[src/rtl/cart_mbc1.sv]
// MBC1 cartridge mapper: latches the console address, decodes bank-control
// writes on the rising edge of cs and maps ROM and cart-RAM addresses.
module cart_mbc1 #(
  parameter logic [6:0] ROM_MASK = 7'h7F,
  parameter logic [1:0] RAM_MASK = 2'b11
) (
  input  logic        clk,
  input  logic        rst,
  input  logic [15:0] a,
  input  logic [7:0]  din,
  output logic [7:0]  dout,
  input  logic        cale,
  input  logic        cs,
  input  logic        wr,
  output logic [20:0] rom_a,
  output logic        rom_rd,
  input  logic [7:0]  rom_q,
  output logic [14:0] ram_a,
  output logic        ram_rd,
  output logic        ram_we,
  output logic [7:0]  ram_d,
  input  logic [7:0]  ram_q
);

  logic [15:0] alat_q, alat_d;
  logic        cs_q, cs_d;
  logic        ram_en_q, ram_en_d;
  logic [4:0]  bank1_q, bank1_d;
  logic [1:0]  bank2_q, bank2_d;
  logic        mode_q, mode_d;

  logic       rom0, romx, cram, access, wr_acc;
  logic [1:0] hi_bank;

  // Decode always uses the registered latch, so a coinciding cale sees the old address.
  assign rom0    = (alat_q[15:14] == 2'b00);
  assign romx    = (alat_q[15:14] == 2'b01);
  assign cram    = (alat_q[15:13] == 3'b101);
  assign access  = cs & ~cs_q;
  assign wr_acc  = access & wr;
  assign hi_bank = mode_q ? bank2_q : 2'b00;

  always_comb begin
    alat_d   = cale ? a : alat_q;
    cs_d     = cs;
    ram_en_d = ram_en_q;
    bank1_d  = bank1_q;
    bank2_d  = bank2_q;
    mode_d   = mode_q;
    if (wr_acc) begin
      case (alat_q[15:13])
        3'b000: ram_en_d = (din[3:0] == 4'hA);
        3'b001: bank1_d  = (din[4:0] == 5'd0) ? 5'd1 : din[4:0];
        3'b010: bank2_d  = din[1:0];
        3'b011: mode_d   = din[0];
        default: ;
      endcase
    end
  end

  always_ff @(posedge clk) begin
    if (rst) begin
      alat_q   <= 16'h0000;
      cs_q     <= 1'b0;
      ram_en_q <= 1'b0;
      bank1_q  <= 5'd1;
      bank2_q  <= 2'd0;
      mode_q   <= 1'b0;
    end else begin
      alat_q   <= alat_d;
      cs_q     <= cs_d;
      ram_en_q <= ram_en_d;
      bank1_q  <= bank1_d;
      bank2_q  <= bank2_d;
      mode_q   <= mode_d;
    end
  end

  always_comb begin
    if (rom0) rom_a = {hi_bank & ROM_MASK[6:5], 5'b0, alat_q[13:0]};
    else      rom_a = {{bank2_q, bank1_q} & ROM_MASK, alat_q[13:0]};
  end

  assign ram_a  = {hi_bank & RAM_MASK, alat_q[12:0]};
  assign ram_d  = din;
  assign rom_rd = ~rst & cs & ~wr & (rom0 | romx);
  assign ram_rd = ~rst & cs & ~wr & cram & ram_en_q;
  assign ram_we = ~rst & wr_acc & cram & ram_en_q;

  always_comb begin
    dout = 8'hFF;
    if (!rst && cs) begin
      if (rom0 || romx)         dout = rom_q;
      else if (cram && ram_en_q) dout = ram_q;
    end
  end

endmodule

[config.mk]
export PLATFORM = sky130hd
export DESIGN_NAME = cart_mbc1
export DESIGN_NICKNAME = d
export VERILOG_FILES = /design/src/rtl/cart_mbc1.sv
export SDC_FILE = /design/constraint.sdc
export NUM_CORES = 1
export LEC_CHECK = 0
export CORE_ASPECT_RATIO = 1.1
export CORE_MARGIN = 2
export CORE_UTILIZATION = 25
export CTS_CLUSTER_SIZE = 40
export DETAILED_ROUTE_END_ITERATION = 10
export PLACE_DENSITY = 0.69
export SLEW_MARGIN = 20
export SYNTH_ARGS = -nofsm -noshare
export SYNTH_HDL_FRONTEND = slang
export SYNTH_SLANG_ARGS = --single-unit
[constraint.sdc]
create_clock -name clk -period 3.47 [get_ports clk]
set_input_delay 0.8675 -clock clk [delete_from_list [all_inputs] [get_ports clk]]
set_output_delay 0.8675 -clock clk [all_outputs]
set_load 0.1 [all_outputs]
Word level (Yosys, flattened, before mapping):

Index checks and enable logic that the tools add are counted.

* register bits: 26
* input port bits: 45
* output and inout port bits: 55
* word-level logic and storage cells: 43

* equal/unequal tests: 6
* multiplexer cells: 6
* bitwise gates (word level): 14
* reductions and logical operators: 11

Operators by type and width (count)
* 2-to-1 mux 8 bit: 3
* 2-to-1 mux 21 bit: 1
* bitwise AND 1 bit: 10
* AND reduction 2 bit: 4
* equality test 3 x 2 -> 1 bit, second input constant: 2
* zero test 5 bit: 1
* 2-to-1 mux 5 bit: 1
* equality test 4 bit, second input constant: 1
* equality test 3 x 1 -> 1 bit, second input constant: 1
* equality test 3 bit, second input constant: 1
* zero test 3 bit: 1
* NOT 1 bit: 3
* equality test 2 x 1 -> 1 bit, second input constant: 1
* logical AND 1 bit: 2
* zero test 2 bit: 1
* 2-to-1 mux 2 bit: 1
* zero test 1 bit: 1
* logical OR 1 bit: 1
* bitwise OR 1 bit: 1

Depth between registers and ports, before layout:

Gate-level depths: netlist of the first run.

* word-level depth: 6
* depth in mapped cells: 5
* gate-level depth less buffers: 4

Least setup slack after synthesis of the first run:

OpenSTA, ideal clock, no wires.

* kind: input-to-output
* start: input port rst
* end: output port ram_we
* data arrival time: 4367 ps
* required time: 2602 ps
* setup slack: -1764 ps
* stages: 4
* buffers on the path: 1
* path through: buf_2 > inv_1 > nand2_1 > nor4b_1

* cells in the longest elaborated chain, start to end: 4

Ends and longest elaborated chain
* from (decl): RTL line 8 `input logic rst,`
* NOT 1 bit: RTL line 88 `assign ram_we = ~rst & wr_acc & cram & ram_en_q;`
* bitwise AND 1 bit (3 in a row): RTL line 88
* to (decl): RTL line 20 `output logic ram_we,`

No other way between the ends.

Worst setup path in the final report of the first run:

* start: input port rst
* end: output port dout[0]

* cells in the longest elaborated chain, start to end: 3

Ends and longest elaborated chain
* zero test 1 bit: RTL line 92 `if (!rst && cs) begin`
* logical AND 1 bit: RTL line 92
* 2-to-1 mux 8 bit: RTL line 92
* to (decl): RTL line 11 `output logic [7:0] dout,`

No other way between the ends.

==> impl_metrics.env, run 1 <==
export IMPL_dp_hpwl_mm=2.73
export IMPL_antenna_found_initial=0
export IMPL_tritoncts_num_buffers=3
export IMPL_clkTransAtPathRegs_ns=0.08
export IMPL_status="complete, no violations"
export IMPL_synth_seq_area_share_pct=36.0
export IMPL_cts_resized_gates=0
export IMPL_drt_initial_drc_count=37
export IMPL_switchingPower_uw=347
export IMPL_setup_violations=0
export IMPL_ys_flop_type="dfxtp_1"
export IMPL_cp_start_kind="input port"
export IMPL_finalCritPeriodShare_pct=88.6
export IMPL_synth_seq_cells=26
export IMPL_yosys_warnings=0
export IMPL_grt_pass1_wl_mm=5.76
export IMPL_cts_path_max_buffers=2
export IMPL_power_leakage_uw=0.000975
export IMPL_hp_start="bank1_q[4]"
export IMPL_die_h_um=83.8
export IMPL_crit_fanout=9
export IMPL_crit_family="buffers and inverters"
export IMPL_synth_edf_count=0
export IMPL_drcViolationCount=0
export IMPL_route_vias_total=1268
export IMPL_core_area_mm2=0.00570
export IMPL_drv_cap=0
export IMPL_postPlaceCellArea_mm2=0.00225
export IMPL_antenna_left=0
export IMPL_grt_setup_unrepaired="false"
export IMPL_switching_share_pct=41.1
export IMPL_grt_ovfl_total=0
export IMPL_grt_util_met2_pct=18.8
export IMPL_synth_cell_types=25
export IMPL_tritoncts="built"
export IMPL_grt_pass1_vias=1265
export IMPL_cts_root_buf="clkbuf_8"
export IMPL_drv_slew=0
export IMPL_cts_hold_buf=0
export IMPL_grtUsageMet3_pct=3.68
export IMPL_p_int_uw=498
export IMPL_comb_power_share_pct=42.4
export IMPL_yosysTopAreaCellShare_pct=36.0
export IMPL_synth_async_reset_ratio_pct=0
export IMPL_numClockSinks=26
export IMPL_max_slew_margin_pct=65.5
export IMPL_cpPeakStageDelay_ns=0.50
export IMPL_critPathKind="in2out"
export IMPL_rows=29
export IMPL_clk_latency_ns=0.26
export IMPL_die_x_um=76.5
export IMPL_via_per_inst=4.23
export IMPL_syn_to_final_growth_pct=58.1
export IMPL_use_met1_pct=12.2
export IMPL_critPathSlowestCell="clkdlybuf4s50_1"
export IMPL_tns_ns=0
export IMPL_fin_total_pwr_uw=846
export IMPL_finalCriticalPeriod_ns=3.07
export IMPL_p_seq_share_pct=38.1
export IMPL_cp_buffers_inverters=4
export IMPL_worst_hold_path_type="reg2reg"
export IMPL_io_buffers=93
export IMPL_clock_skew_ns=0.00200
export IMPL_postSynthCellCount=165
export IMPL_stdcell_area_mm2=0.00229
export IMPL_num_antenna_cells=0
export IMPL_fmax_ghz=0.325
export IMPL_avgSynthCellArea_um2=8.77
export IMPL_grt_usage_pct=10.8
export IMPL_worstPathRequired_ns=2.60
export IMPL_final_nets=270
export IMPL_crit_path_start="rst"
export IMPL_end_kind="output port"
export IMPL_powerDensity_mw_per_mm2=370
export IMPL_drive_gt1_share_pct=29.1
export IMPL_wire_per_inst_um=11.2
export IMPL_crit_top_cell="nand2_1"
export IMPL_ys_top_cells_by_area="dfxtp_1 (36%), buf_4 (18%), mux2i_1 (17%)"
export IMPL_top_usage_layer="met2"
export IMPL_yosysTopAreaCell="dfxtp_1"
export IMPL_htreeDepth=1
export IMPL_p_clk_share_pct=19.5
export IMPL_drtPass1Iterations=3
export IMPL_nFillCells=559
export IMPL_pin_count=100
export IMPL_hold_violations=0
export IMPL_synth_nets=210
export IMPL_wl_mm=3.36
export IMPL_ir_drop_v=0.000139
export IMPL_grt_max_degree=19
export IMPL_start_util_pct=25.4
export IMPL_post_cts_buffers=0
export IMPL_place_gp_congestion=0.719
export IMPL_crit_arrival_ns=2.21
export IMPL_rr_startpoint="alat_q[15]"
export IMPL_worst_pin_slew_ns=0.515
export IMPL_synth_cell_area_mm2=0.00145
export IMPL_die_area_mm2=0.00641
export IMPL_crit_chain="clkdlybuf4s50_1 -> inv_1 -> nand2_1 -> clkinv_1 -> nand2_1 -> buf_12"
through the flow:
stage	hold slack [ns]	instances	setup WS (ns)	util, %
floorplan	0.430	165	-0.403	-
global placement	0.442	297	0.368	39.4
detailed placement	0.446	297	0.380	39.4
CTS	0.462	300	0.368	40.1
global route	0.482	300	0.296	40.1
finish	0.457	300	0.396	40.1
synthesized netlist by cell type, types with 2 or more instances:
cell type	n
and2_1	2
mux2i_1	24
nor2_1	18
buf_4	35
buf_2	4
dfxtp_1	26
clkbuf_1	3
o31a_1	2
nor2b_1	5
nand2_1	22
o22ai_1	8
nor3_1	3
placed cells by master, fill, tap and decap left out, drive strengths merged, types with 3 or more instances in the layout:
| cell | n |
|---|---|
| mux2i | 24 |
| nor2b | 5 |
| clkdlybuf4s50 | 41 |
| nor2 | 18 |
| dfxtp | 26 |
| nor3 | 3 |
| buf | 56 |
| o22ai | 8 |
| clkbuf | 3 |
| nand2 | 22 |
kinds of logic (layout without fill, tap and decap cells):
logic type	Yosys count	count (layout)	share of synthesized area (%)
AND/OR/NAND/NOR	59	59	20.7
multiplexers	24	24	16.6
buffers and inverters	44	102	20.8
AO/OA/AOI/OAI	12	12	5.88
flip-flops	26	26	36.0
path summary, 6_finish.rpt:
path / to / slack (ns) / depth (start not counted)
worst max-delay path: dout[0] / 0.40 / 6
worst min-delay path: bank1_q[4] / 0.46 / 2
worst max register to register: bank1_q[2] / 1.97 / 4
worst min register to register: bank1_q[4] / 0.46 / 2
layer usage:
metal | share of wire (%) | vias up
met1 | 41 | 568
met2 | 49 | 59
met5 | 0 | -
met4 | 1.5 | 0
li1 | - | 636
met3 | 8.9 | 5
tightest hold or removal path: cells and delay by family, from the launching register on:
family,cells,cell delay [ns]
multiplexers,1,0.05
AND/OR/NAND/NOR,1,0.05
flip-flops,1,0.31
registers in the layout (all words and copies together) (netlist names):
name,count
ram_en_q,1
bank2_q,2
bank1_q,5
mode_q,1
cs_q,1
alat_q,16
power by group through the flow:
stage	sequential (uW)	clock [uW]	combinational (uW)
2_1_floorplan	325	0	294
3_3_place_gp	328	0	360
3_5_place_dp	329	0	361
4_1_cts	322	178	362
5_1_grt	324	193	372
6_report	322	165	359
layout make-up:
| type | instances | area, um2 | area share [%] |
|---|---|---|---|
| repair buffers | 97 | 981 | 42.9 |
| multi-input cells | 95 | 641 | 28.0 |
| well taps | 77 | 96.3 | 4.21 |
| flip-flops and latches | 26 | 520 | 22.8 |
| inverters | 2 | 7.51 | 0.328 |
| clock buffers | 3 | 41.3 | 1.81 |
Power figures use the tool's default switching activity.
==> inputs of run 2 (changes only) <==
- CTS_CLUSTER_DIAMETER: default -> 60
- GPL_ROUTABILITY_DRIVEN: default -> 0
- SKIP_CTS_REPAIR_TIMING: default -> 1
==> results of run 2 <==
Final layout, timing and power as in run 1 (identical DEF).
==> inputs of run 3 (changes only) <==
- CTS_CLUSTER_SIZE: 40 -> 8
==> results of run 3 <==
Final layout, timing and power as in run 1 (identical DEF).
